$ cat src/rtl/bram_ctrl_pkg.sv
// ----------------------------------------------------------------------------
// bram_ctrl_pkg: shared BRAM geometry, request record and clog2 helper. Rev 1.0
// ----------------------------------------------------------------------------
`default_nettype none

package bram_ctrl_pkg;

    localparam int BRAM_ADDR_W = 8;
    localparam int BRAM_DATA_W = 128;

    typedef struct packed {
        logic                   write;
        logic [BRAM_ADDR_W-1:0] addr;
        logic [BRAM_DATA_W-1:0] wdata;
    } bram_req_t;

    function automatic int clog2(input int value);
        int r;
        for (r = 0; (1 << r) < value; r++) begin
        end
        return r;
    endfunction

endpackage

`default_nettype wire

$ cat src/rtl/bram_port_arbiter_if.sv
// ----------------------------------------------------------------------------
// bram_port_arbiter_if: requester channels, tagged response and BRAM port. Rev 1.0
// ----------------------------------------------------------------------------
`default_nettype none

interface bram_port_arbiter_if
    import bram_ctrl_pkg::*;
#(
    parameter int NUM_REQ = 2,
    parameter int ADDR_W  = BRAM_ADDR_W,
    parameter int DATA_W  = BRAM_DATA_W
);
    localparam int ID_W = (clog2(NUM_REQ) > 1) ? clog2(NUM_REQ) : 1;

    logic [NUM_REQ-1:0]        req_valid;
    logic [NUM_REQ-1:0]        req_ready;
    logic [NUM_REQ-1:0]        req_write;
    logic [NUM_REQ*ADDR_W-1:0] req_addr;
    logic [NUM_REQ*DATA_W-1:0] req_wdata;
    logic                      rsp_valid;
    logic                      rsp_ready;
    logic [ID_W-1:0]           rsp_id;
    logic [DATA_W-1:0]         rsp_data;
    logic                      bram_en;
    logic                      bram_we;
    logic [ADDR_W-1:0]         bram_addr;
    logic [DATA_W-1:0]         bram_wdata;
    logic [DATA_W-1:0]         bram_rdata;

    modport slave (
        input  req_valid, req_write, req_addr, req_wdata, rsp_ready, bram_rdata,
        output req_ready, rsp_valid, rsp_id, rsp_data,
               bram_en, bram_we, bram_addr, bram_wdata
    );

    modport master (
        output req_valid, req_write, req_addr, req_wdata, rsp_ready, bram_rdata,
        input  req_ready, rsp_valid, rsp_id, rsp_data,
               bram_en, bram_we, bram_addr, bram_wdata
    );

endinterface

`default_nettype wire

$ cat src/rtl/rr_arbiter.sv
// ----------------------------------------------------------------------------
// rr_arbiter: combinational round-robin pick starting at ptr_i. Rev 1.0
// ----------------------------------------------------------------------------
`default_nettype none

module rr_arbiter #(
    parameter int NUM_REQ = 2,
    parameter int IDX_W   = 1
) (
    input  wire logic [NUM_REQ-1:0] req_i,
    input  wire logic [IDX_W-1:0]   ptr_i,
    output logic      [NUM_REQ-1:0] grant_o,
    output logic      [IDX_W-1:0]   grant_idx_o
);

    logic [IDX_W-1:0] w_idx;
    logic             w_found;

    always_comb begin
        grant_o     = '0;
        grant_idx_o = '0;
        w_idx       = '0;
        w_found     = 1'b0;
        for (int k = 0; k < NUM_REQ; k++) begin
            w_idx = IDX_W'((int'(ptr_i) + k) % NUM_REQ);
            if (!w_found && req_i[w_idx]) begin
                w_found        = 1'b1;
                grant_o[w_idx] = 1'b1;
                grant_idx_o    = w_idx;
            end
        end
    end

endmodule

`default_nettype wire

$ cat src/rtl/bram_port_arbiter.sv
// ----------------------------------------------------------------------------
// bram_port_arbiter: round-robin sharing of one BRAM port, tagged read response. Rev 1.0
// ----------------------------------------------------------------------------
`default_nettype none

module bram_port_arbiter
    import bram_ctrl_pkg::*;
#(
    parameter int NUM_REQ = 2,
    parameter int ADDR_W  = BRAM_ADDR_W,
    parameter int DATA_W  = BRAM_DATA_W
) (
    input wire logic            clock,
    input wire logic            reset_n,
    bram_port_arbiter_if.slave  bus
);

    localparam int ID_W = (clog2(NUM_REQ) > 1) ? clog2(NUM_REQ) : 1;

    logic              pending_q, pending_d;
    logic [ID_W-1:0]   rsp_id_q,  rsp_id_d;
    logic [ID_W-1:0]   rr_ptr_q,  rr_ptr_d;

    logic               w_port_free;
    logic [NUM_REQ-1:0] w_req;
    logic [NUM_REQ-1:0] w_grant;
    logic [ID_W-1:0]    w_idx;
    logic               w_any;

    // A stalled response freezes the port so BRAM dout keeps the pending word.
    assign w_port_free = !pending_q || bus.rsp_ready;
    assign w_req       = (reset_n && w_port_free) ? bus.req_valid : '0;

    rr_arbiter #(
        .NUM_REQ (NUM_REQ),
        .IDX_W   (ID_W)
    ) u_rr_arbiter (
        .req_i       (w_req),
        .ptr_i       (rr_ptr_q),
        .grant_o     (w_grant),
        .grant_idx_o (w_idx)
    );

    assign w_any          = |w_grant;
    assign bus.req_ready  = w_grant;
    assign bus.bram_en    = w_any;
    assign bus.bram_we    = w_any && bus.req_write[w_idx];
    assign bus.bram_addr  = bus.req_addr[int'(w_idx)*ADDR_W +: ADDR_W];
    assign bus.bram_wdata = bus.req_wdata[int'(w_idx)*DATA_W +: DATA_W];

    assign bus.rsp_valid  = pending_q;
    assign bus.rsp_id     = rsp_id_q;
    assign bus.rsp_data   = bus.bram_rdata;

    always_comb begin
        pending_d = pending_q;
        rsp_id_d  = rsp_id_q;
        rr_ptr_d  = rr_ptr_q;
        if (w_any) begin
            rr_ptr_d = (int'(w_idx) == NUM_REQ - 1) ? '0 : w_idx + 1'b1;
        end
        if (w_any && !bus.req_write[w_idx]) begin
            pending_d = 1'b1;
            rsp_id_d  = w_idx;
        end else if (bus.rsp_ready) begin
            pending_d = 1'b0;
        end
    end

    always_ff @(posedge clock or negedge reset_n) begin
        if (!reset_n) begin
            pending_q <= 1'b0;
            rsp_id_q  <= '0;
            rr_ptr_q  <= '0;
        end else begin
            pending_q <= pending_d;
            rsp_id_q  <= rsp_id_d;
            rr_ptr_q  <= rr_ptr_d;
        end
    end

endmodule

`default_nettype wire

$ cat src/flat_wrapper.sv
// flat-port wrapper written by rule: the top's interface ports become plain ports
module bram_port_arbiter_flat import bram_ctrl_pkg::*;
#(
    parameter int NUM_REQ = 2,
    parameter int ADDR_W  = BRAM_ADDR_W,
    parameter int DATA_W  = BRAM_DATA_W
)
  (clock, reset_n, bus_req_valid, bus_req_write, bus_req_addr, bus_req_wdata, bus_rsp_ready, bus_bram_rdata, bus_req_ready, bus_rsp_valid, bus_rsp_id, bus_rsp_data, bus_bram_en, bus_bram_we, bus_bram_addr, bus_bram_wdata);
  bram_port_arbiter_if #(.NUM_REQ(NUM_REQ), .ADDR_W(ADDR_W), .DATA_W(DATA_W)) bus_i ();
  input wire logic clock;
  input wire logic reset_n;
  input wire logic [$bits(bus_i.req_valid)-1:0] bus_req_valid;
  input wire logic [$bits(bus_i.req_write)-1:0] bus_req_write;
  input wire logic [$bits(bus_i.req_addr)-1:0] bus_req_addr;
  input wire logic [$bits(bus_i.req_wdata)-1:0] bus_req_wdata;
  input wire logic [$bits(bus_i.rsp_ready)-1:0] bus_rsp_ready;
  input wire logic [$bits(bus_i.bram_rdata)-1:0] bus_bram_rdata;
  output wire logic [$bits(bus_i.req_ready)-1:0] bus_req_ready;
  output wire logic [$bits(bus_i.rsp_valid)-1:0] bus_rsp_valid;
  output wire logic [$bits(bus_i.rsp_id)-1:0] bus_rsp_id;
  output wire logic [$bits(bus_i.rsp_data)-1:0] bus_rsp_data;
  output wire logic [$bits(bus_i.bram_en)-1:0] bus_bram_en;
  output wire logic [$bits(bus_i.bram_we)-1:0] bus_bram_we;
  output wire logic [$bits(bus_i.bram_addr)-1:0] bus_bram_addr;
  output wire logic [$bits(bus_i.bram_wdata)-1:0] bus_bram_wdata;
  assign bus_i.req_valid = bus_req_valid;
  assign bus_i.req_write = bus_req_write;
  assign bus_i.req_addr = bus_req_addr;
  assign bus_i.req_wdata = bus_req_wdata;
  assign bus_i.rsp_ready = bus_rsp_ready;
  assign bus_i.bram_rdata = bus_bram_rdata;
  assign bus_req_ready = bus_i.req_ready;
  assign bus_rsp_valid = bus_i.rsp_valid;
  assign bus_rsp_id = bus_i.rsp_id;
  assign bus_rsp_data = bus_i.rsp_data;
  assign bus_bram_en = bus_i.bram_en;
  assign bus_bram_we = bus_i.bram_we;
  assign bus_bram_addr = bus_i.bram_addr;
  assign bus_bram_wdata = bus_i.bram_wdata;
  bram_port_arbiter #(.NUM_REQ(NUM_REQ), .ADDR_W(ADDR_W), .DATA_W(DATA_W)) u_core (.clock(clock), .reset_n(reset_n), .bus(bus_i));
endmodule
$ cat config.mk
export PLATFORM = sky130hd
export DESIGN_NAME = bram_port_arbiter_flat
export DESIGN_NICKNAME = d
export VERILOG_FILES = /design/src/rtl/bram_ctrl_pkg.sv /design/src/rtl/bram_port_arbiter_if.sv /design/src/rtl/rr_arbiter.sv /design/src/rtl/bram_port_arbiter.sv /design/src/flat_wrapper.sv
export SDC_FILE = /design/constraint.sdc
export NUM_CORES = 1
export LEC_CHECK = 0
export CAP_MARGIN = 20
export CORE_AREA = 2 2 260 262
export DETAILED_ROUTE_END_ITERATION = 16
export DIE_AREA = 0 0 262 264
export PLACE_DENSITY = 0.3
export SLEW_MARGIN = 20
export SYNTH_ARGS = -nofsm -noshare
export SYNTH_HDL_FRONTEND = slang
export SYNTH_SLANG_ARGS = --single-unit
$ cat constraint.sdc
create_clock -name clock -period 1.8 [get_ports clock]
set_input_delay 0.36 -clock clock [delete_from_list [all_inputs] [get_ports clock]]
set_output_delay 0.36 -clock clock [all_outputs]
set_load 0.01 [all_outputs]
After elaboration in Yosys (flattened, before gate mapping)
Cells that the tools add are included.
- reductions and logical operators: 12
- multiplexer cells: 19
- bitwise gates (word level): 1
- add/sub/neg operators: 2
- magnitude comparators: 5
- shift operators: 2
- operator list (operator ; count):
    $shiftx 256x9->128 ; 1
    $shiftx 16x5->8 ; 1
    $mux 1 ; 14
    $logic_and 1x1->1 ; 6
    $lt 1x2->1 const B ; 3
    $mux 2 ; 3
    $logic_not 1->1 ; 3
    $add 1x1->1 const B ; 2
    $demux 1 s1 ; 2
    $ge 1x1->1 const B ; 2
    $or 2x2->2 ; 1
    $reduce_bool 2->1 ; 1
    $reduce_or 2->1 ; 1
    $logic_or 1x1->1 ; 1
- word-level logic and storage cells: 44
- input bits: 407
- flip-flop bits (word level): 3
- output and inout bits: 270

Depth between registers and ports, before layout
Gate-level depths: netlist of run 1.
- depth after elaboration: 15
- gate-level depth with buffers: 6
- depth with buffers taken out: 4

Cells and area by module
From an unflattened synthesis of run 1, not the netlist that was laid out.
- cell total of the unflattened synthesis: 301
- area total of the unflattened synthesis: 3190.6 µm²
- by module, submodules not included (module ; instances ; sequential area each (µm²) ; cells each ; area each (µm²)):
    bram_port_arbiter ; 1 ; 75.1 ; 297 ; 3160.5
    rr_arbiter ; 1 ; 0.0 ; 4 ; 30.0

Least setup slack after synthesis of run 1
OpenSTA, ideal clock, no wires.
- path type: input -> output
- start: in bus_rsp_ready
- end: out bus_bram_addr[2]
- stages on the path: 5
- arrival time: 1.350 ns
- required time: 1.440 ns
- slack: 0.090 ns
- buffers on the path: 2
- cells stage by stage: nand2b_1 -> nand4_2 -> buf_6 -> buf_6 -> mux2_4
- longest elaborated chain between the ends: 10
- elaborated cells on any way between the ends: 13
- classes of those cells: shift (1); mux (8); reduce/logical (4)
- RTL lines (element ; RTL line ; source):
    start, declared ; flat_wrapper.sv:16 ; input wire logic [$bits(bus_i.rsp_ready)-1:0] bus_rsp_ready;
    $logic_or 1x1->1 * ; bram_port_arbiter.sv:31 ; assign w_port_free = !pending_q || bus.rsp_ready;
    $logic_and 1x1->1 * ; bram_port_arbiter.sv:32 ; assign w_req = (reset_n && w_port_free) ? bus.req_valid : '0;
    $mux 2 * ; bram_port_arbiter.sv:32 ;
    $mux 1 (not written as such) (2 in series) ; rr_arbiter.sv:26 ; if (!w_found && req_i[w_idx]) begin
    $mux 1 ; rr_arbiter.sv:26 ;
    $logic_not 1->1 ; rr_arbiter.sv:26 ;
    $logic_and 1x1->1 ; rr_arbiter.sv:26 ;
    $mux 1 * ; rr_arbiter.sv:26 ;
    $shiftx 16x5->8 * ; bram_port_arbiter.sv:48 ; assign bus.bram_addr = bus.req_addr[int'(w_idx)*ADDR_W +: ADDR_W];
    end, declared ; flat_wrapper.sv:24 ; output wire logic [$bits(bus_i.bram_addr)-1:0] bus_bram_addr;
Every way passes the cells marked *; elsewhere a longest branch is shown, timed or not. The select of a mux whose other input is x is not followed.

Worst setup path in the final report of run 1
- start: reg u_core.pending_q, in the netlist u_core.bus.rsp_valid
- end: out bus_bram_wdata[89]
- longest elaborated chain between the ends: 11
- elaborated cells on any way between the ends: 14
- classes of those cells: shift (1); mux (8); reduce/logical (5)
- RTL lines (element ; RTL line ; source):
    start, declared ; bram_port_arbiter.sv:20 ; logic pending_q, pending_d;
    start signal, assigned ; bram_port_arbiter.sv:76 ; pending_q <= pending_d;
    $logic_not 1->1 * ; bram_port_arbiter.sv:31 ;
    $logic_or 1x1->1 * ; bram_port_arbiter.sv:31 ;
    $logic_and 1x1->1 * ; bram_port_arbiter.sv:32 ;
    $mux 2 * ; bram_port_arbiter.sv:32 ;
    $mux 1 (not written as such) (2 in series) ; rr_arbiter.sv:26 ;
    $mux 1 ; rr_arbiter.sv:26 ;
    $logic_not 1->1 ; rr_arbiter.sv:26 ;
    $logic_and 1x1->1 ; rr_arbiter.sv:26 ;
    $mux 1 * ; rr_arbiter.sv:26 ;
    $shiftx 256x9->128 * ; bram_port_arbiter.sv:49 ; assign bus.bram_wdata = bus.req_wdata[int'(w_idx)*DATA_W +: DATA_W];
    end, declared ; flat_wrapper.sv:25 ; output wire logic [$bits(bus_i.bram_wdata)-1:0] bus_bram_wdata;
Marks and branches as above.

==> run summary, run 1 <==
Final setup violation count -> 139
Sequential group share of total power -> 3.1%
Slew @ Worst Pin -> 0.186 ns
# nets final -> 1,051
Number of flip-flops and latches in the synthesized netlist -> 3
Mean instance size in the synthesized netlist -> 10.8 µm²
Cell type with the highest aggregate area in the netlist -> mux2_4
Fin Clk Skew -> 0.000466 ns
Layout fillers -> 7,546
Yosys cell types -> 19
Top routing layer in use -> met5
Data arrival time of the critical path -> 1.86 ns
Type of the tightest min-delay check -> primary input to asynchronous set/reset pin
First-pass GRT wire length -> 30.4 mm
DIE HEIGHT -> 264 µm
Final routed DRC violation total -> 0
Type of the setup path with the least slack -> register to output port
Share of power burned in combinational logic -> 85.6%
Half-perimeter wire length after detailed placement -> 20.8 mm
Final cell count without fillers -> 1,517
Status -> finished, violations left
Final WL -> 24.4 mm
Post-layout power -> 3160 µW
Start point of the critical path -> u_core.bus.rsp_valid
Worst Reg2Reg Path Length in Cells -> 8
Sequential-to-total area share from yosys stat -> 2.34%
Area share of the leading cell type in the synthesized netlist -> 46.9%
CTS Root Cell -> clkbuf_16
Worst VDD drop -> 0.000308 V
Worst R2R Setup Slack -> 0.19 ns
Failing checks -> negative setup slack
Largest cells by area after synthesis -> mux2_4 (47%), buf_4 (30%), mux2_2 (13%), buf_6 (4.6%), dfrtp_1 (2.3%)
Die Area -> 69,200 µm²
Final worst setup slack -> -0.422 ns
Horizontal die dimension -> 262 µm
Wire length per cell -> 16.1 µm
Met2 Routed Length -> 10.6 mm
Unrepaired setup endpoints after global routing -> yes
Post-synthesis instance total -> 297
Internal power -> 2220 µW
Switch Pwr -> 934 µW
Reg2Reg Capture Point -> u_core.bus.rsp_id
Required time at the worst-slack endpoint -> 1.44 ns
Startpoint Class -> register
Clock period minus worst slack -> 2.22 ns
Remaining antenna violation count -> 0
Violation count after the first detailed-route iteration -> 59
Post-synth design cell area -> 3200 µm²
Area overhead of the layout relative to synthesis -> 170%
Clk sinks -> 3
Largest fanout of any net on the critical path -> 6
Power density normalized to cell area -> 365 nW/µm²
Number of warnings printed during yosys synthesis -> 0
Initial Utilization -> 4.81%
Portion of the clock cycle consumed by the worst path in the final layout -> 123%
Sum of negative setup slack -> -42.47 ns
Share of power burned in the clock network -> 11.4%
# H-tree levels -> 1
Pin count of the biggest net entering global routing -> 9
Number of antenna violations at the first check in global routing -> 9
Number of hold violations in the final report -> 0
Std-Cell Rows -> 95
Beginning of the worst register-to-register path -> u_core.bus.rsp_valid
Total routing resource utilization after global routing -> 6.31%
Met1 wire length -> 9.15 mm
Boundary pin count -> 677
TritonCTS buffer count -> 3
Overall overflow remaining after global route -> 0
MaxCap Viol Count -> 0
Number of cells in the design after placement -> 1,479
Vias per Instance -> 2.42
F_max -> 450 MHz
Share of cells above drive strength 1 -> 54.4%
Buffer levels on the longest clock path -> 2
Number of optimization iterations in the first detailed-route pass -> 4
Routability cong. -> 0.689
Number of global-route vias before repair -> 4,157
Syn_nets -> 704
Max-slew violation total from the final report -> 0
Via count -> 3,676
# port buffers -> 420
Met3 WL post-DR -> 4.59 mm
Worst hold slack across all endpoints -> 0.244 ns
Switching Fraction -> 29.6%
CTS tree -> yes
Clock insertion delay at the later pin of the skew report -> 0.23 ns
Kind of end point of the critical path -> output port
Max transition margin -> 87.6%
Post-Route Utilization -> 13.0%
Reported leakage power -> 0.00375 µW
Reg clk slew, reported paths -> 0.03 ns
Core Footprint -> 66,600 µm²
[cells by family (layout without fill, tap and decap cells)]
logic type / Yosys count / count (layout) / synth area share [%]
other cells: 0 / 1 / 0
mux: 136 / 136 / 59.5
buf+inv: 144 / 490 / 35.0
simple gates: 8 / 8 / 1.68
compound gates: 6 / 6 / 1.45
flops: 3 / 3 / 2.34
[how the worst max path moves through the flow]
stage | end | cells past startpoint
floorplan | bus_bram_addr[2] | 5
global placement | bus_bram_wdata[74] | 7
detailed placement | bus_bram_wdata[74] | 7
CTS | bus_bram_wdata[31] | 8
global route | bus_bram_wdata[89] | 8
finish | bus_bram_wdata[89] | 8
[power groups by stage]
stage / sequential [µW] / clock (µW) / combinational [µW]
floorplan: 101 / 0 / 1150
global placement: 99.3 / 0 / 2310
detailed placement: 100 / 0 / 2300
CTS: 96.7 / 367 / 2660
global route: 98.3 / 373 / 2870
finish: 97.0 / 359 / 2700
[layer usage]
metal	vias to the layer above	GRT usage, %
li1	1603	-
met1	1583	7.06
met2	477	10.1
met3	9	4.29
met4	4	0.809
met5	-	0
[registers in the layout, summed over array words and instances (netlist names)]
| register | flops |
|---|---|
| u_core.bus.rsp_valid | 1 |
| u_core.bus.rsp_id | 1 |
| u_core.rr_ptr_q | 1 |
[area by class of cell]
| cell class | instances | area, µm² | area share [%] |
|---|---|---|---|
| Clock buffer | 4 | 78.8 | 0.912 |
| Tap cell | 873 | 1090 | 12.6 |
| Multi-Input combinational cell | 150 | 2140 | 24.7 |
| Sequential cell | 3 | 75.1 | 0.868 |
| Inverter | 1 | 6.26 | 0.0724 |
| Timing Repair Buffer | 485 | 5250 | 60.8 |
| Antenna cell | 1 | 2.50 | 0.0289 |
[timing repair]
item	in CTS	in global routing
gates cloned	7	0
resized for setup	689	121
endpoints found under the setup margin	140	139
hold buffers	0	0
buffers inserted	23	8
pin swaps	2	0
[critical path, cell delays in order, from the launching register on]
cell      delay (ns)
dfrtp_1         0.41
nand2b_4        0.10
nand4_4         0.14
buf_12          0.18
buf_12          0.13
buf_16          0.14
buf_6           0.12
mux2_4          0.29
buf_6           0.12
[metrics by stage]
stage	cell area [µm²]	setup slack [ns]
finish	8640	-0.422
global route	8640	-0.499
CTS	8500	-0.459
detailed placement	7710	-0.979
global placement	7710	-1.02
floorplan	3200	0.0903
[cell usage in the layout (no fill, tap or decap), drive strengths merged]
cell,count
clkdlybuf4s50,276
buf,201
mux2,136
clkbuf,8
dlygate4sd2,3
dfrtp,3
nand4,3
nand2b,2
diode,1
nand2,1
and3,1
and2,1
inv,1
a21o,1
a32o,1
a21oi,1
o211ai,1
o2bb2ai,1
o21a,1
clkdlybuf4s15,1
[cells in the mapped netlist (all sizes together)]
| master | count |
|---|---|
| buf | 143 |
| mux2 | 136 |
| dfrtp | 3 |
| nand4 | 3 |
| nand2b | 2 |
| a21o | 1 |
| a21oi | 1 |
| a32o | 1 |
| and2 | 1 |
| and3 | 1 |
| inv | 1 |
| nand2 | 1 |
| o211ai | 1 |
| o21a | 1 |
| o2bb2ai | 1 |
No activity file was read; power rests on OpenSTA's default activity.
==> run 2: changes to the inputs <==
- CORE_AREA: 2 2 260 262 -> 2 2 267 269
- DIE_AREA: 0 0 262 264 -> 0 0 269 271
- SYNTH_HIERARCHICAL: unset -> 1
==> run 2 against run 1 <==
The flow still finishes with violations (negative setup slack). Worst setup slack worse by 0.29 ns. Synthesized area down 0.39%. Sequential share of layout area hardly changed. Flip-flop and latch count did not move. Combinational power shrank 7.4%. Utilization shrank 0.47 points. Routed wire length shrank 16%. Maximum frequency is 11% lower. Critical endpoint is now bus_bram_wdata[115].
==> run summary, run 2 <==
Fin Clk Skew -> 0.00328 ns
Reported leakage power -> 0.00345 µW
Most frequent cell after synthesis -> buf_4
Area overhead of the layout relative to synthesis -> 174%
Worst R2R Setup Slack -> -0.30 ns
Total routing resource utilization after global routing -> 4.95%
Yosys cell types -> 18
CTS Root Cell -> clkbuf_16
Sequential-to-total area share from yosys stat -> 2.35%
Reg clk slew, reported paths -> 0.03 ns
# port buffers -> 420
Max transition margin -> 84.5%
Initial Utilization -> 4.57%
Most common cell after layout, fill and taps aside -> clkdlybuf4s50_1
Largest fanout of any net on the critical path -> 11
Clk sinks -> 3
Layout fillers -> 7,960
Routability cong. -> 0.693
Cell type with the highest aggregate area in the netlist -> mux2_4
Number of warnings printed during yosys synthesis -> 6
Status -> finished, violations left
Worst VDD drop -> 0.000226 V
Remaining antenna violation count -> 0
CTS tree -> yes
Unrepaired setup endpoints after global routing -> yes
Clock insertion delay at the later pin of the skew report -> 0.23 ns
Kind of end point of the critical path -> output port
Boundary pin count -> 677
Portion of the clock cycle consumed by the worst path in the final layout -> 139%
Worst hold slack across all endpoints -> 0.0605 ns
Horizontal die dimension -> 269 µm
Area share of and/or/nand/nor cells after synthesis -> 1.25%
Number of flip-flops and latches in the synthesized netlist -> 3
MaxCap Viol Count -> 0
Number of global-route vias before repair -> 4,021
Final setup violation count -> 140
Commonest cells after routing, fill and taps aside -> clkdlybuf4s50_1 (278), buf_6 (114), mux2_4 (111)
Vias per Instance -> 2.29
Final routed DRC violation total -> 0
Data arrival time of the critical path -> 2.15 ns
ANT cells -> 0
Die Area -> 72,900 µm²
Number of antenna violations at the first check in global routing -> 0
Mean instance size in the synthesized netlist -> 10.6 µm²
Via count -> 3,647
Core Footprint -> 69,800 µm²
Adder and majority cell fraction of the synthesized area -> 0%
Failing checks -> negative setup slack
Largest cells by area after synthesis -> mux2_4 (46%), buf_4 (30%), mux2_2 (13%), buf_6 (3.9%), dfrtp_1 (2.4%)
Half-perimeter wire length after detailed placement -> 16.2 mm
Most instantiated flip-flop cell in the synthesis netlist -> dfrtp_1
Syn_nets -> 708
Largest family of logic cells by synthesized area -> multiplexers
DIE HEIGHT -> 271 µm
Area share of the leading cell type in the synthesized netlist -> 46.1%
Final WL -> 20.4 mm
Type of the setup path with the least slack -> register to output port
Most used standard cells in the synthesized netlist -> buf_4 (128), mux2_4 (98), mux2_2 (38), buf_6 (11), buf_2 (4)
Power density normalized to cell area -> 338 nW/µm²
Clock period minus worst slack -> 2.51 ns
Required time at the worst-slack endpoint -> 1.44 ns
Slew @ Worst Pin -> 0.232 ns
Post-synthesis async set-or-reset flop share -> 100%
Type of the tightest min-delay check -> primary input to asynchronous set/reset pin
Wire length per cell -> 12.8 µm
Count of flip-flops with a built-in enable after synthesis -> 0
Synth Area in Compound Gates -> 1.53%
Number of optimization iterations in the first detailed-route pass -> 4
Startpoint Class -> register
Pin count of the biggest net entering global routing -> 12
# H-tree levels -> 1
F_max -> 399 MHz
Buffer levels on the longest clock path -> 2
First-pass GRT wire length -> 26.2 mm
Post-synth design cell area -> 3190 µm²
Number of hold violations in the final report -> 0
TritonCTS buffer count -> 3
Post-synthesis share of cell area spent on xor and xnor gates -> 0%
Final worst setup slack -> -0.708 ns
Std-Cell Rows -> 97
Max-slew violation total from the final report -> 0
# nets final -> 1,058
Post-placement setup slack -> -1.29 ns
Share of cells above drive strength 1 -> 51.5%
Overall overflow remaining after global route -> 0
Violation count after the first detailed-route iteration -> 49
Post-synthesis instance total -> 301
Sum of negative setup slack -> -85.33 ns
Proportion of synthesized area in mux cells -> 59.8%
-- run 2: changes by cell type after synthesis, moves of 2 or more --
cell / before / now
a21boi_1: 0 / 2
buf_2: 2 / 4
buf_6: 13 / 11
inv_1: 0 / 2
mux2_2: 36 / 38
mux2_4: 100 / 98
nand4_1: 2 / 0
nor2_1: 0 / 2
o21ai_0: 0 / 2
-- run 2: metrics by stage --
step           total power, µW  utilization [%]  instances  cell area, µm²
2_1_floorplan             1230                -        301            3330
3_3_place_gp              2260             11.1       1540            7750
3_5_place_dp              2240             11.1       1540            7750
4_1_cts                   2980             12.4       1587            8650
5_1_grt                   3140             12.5       1590            8730
6_report                  2950             12.5       1590            8730
-- run 2: kinds of logic after synthesis --
| group | Yosys count |
|---|---|
| simple gates | 8 |
| mux | 137 |
| compound gates | 7 |
| buf+inv | 146 |
| flops | 3 |
-- run 2: layout make-up --
type	instances	area [µm²]	share of cell area [%]
timing repair buffer	489	5280	60.5
multi-input combinational	152	2120	24.2
tap	940	1180	13.5
clock buffer	4	78.8	0.903
sequential	3	75.1	0.860
inverter	2	7.51	0.0860
-- run 2: critical path, cell delays in order (launching register included) --
cell and delay (ns):
dfrtp_1 0.40, nand2b_4 0.09, and3_4 0.17, a21boi_4 0.19, buf_12 0.15, buf_6 0.14
buf_12 0.14, mux2_2 0.34, dlygate4sd2_1 0.28
-- run 2: worst paths after layout --
| kind | startpoint | to | depth (start not counted) |
|---|---|---|---|
| worst max-delay path | u_core/bus.rsp_valid | bus_bram_wdata[115] | 8 |
| worst min-delay path | reset_n | u_core/bus.rsp_valid | 1 |
| worst max register to register | u_core/bus.rsp_valid | u_core/bus.rsp_valid | 13 |
| worst min register to register | u_core/bus.rsp_id | u_core/bus.rsp_id | 2 |
| max in group asynchronous | reset_n | u_core/rr_ptr_q | 2 |
| min in group clock | u_core/bus.rsp_id | u_core/bus.rsp_id | 2 |
-- run 2: metal layers --
layer	part of all wire [%]	GRT usage, %	vias to the layer above
met2	48	9.20	466
met4	0.35	0.307	0
met5	0	0	-
met3	18	3.29	4
li1	-	-	1612
met1	33	4.65	1565
-- run 2: where the power goes --
group	total, µW	internal, µW	switching (µW)
combinational	2500	1720	779
sequential	94.4	81.7	12.6
clock	357	293	64.7
total	2950	2100	856
-- run 2: what timing repair did --
action                                  in CTS  in global routing
endpoints found under the setup margin     142                143
gates resized for setup                    632                 50
buffers inserted                            35                  9
pin swaps                                    3                  1
cloned                                       9                  1
hold buffers                                 0                  0
==> run 3: changes to the inputs <==
- CORE_AREA: 2 2 267 269 -> 2 2 260 262
- DIE_AREA: 0 0 269 271 -> 0 0 262 264
- SYNTH_HIERARCHICAL: 1 -> unset
==> results of run 3 <==
Final layout, timing and power as in run 1 (identical DEF).
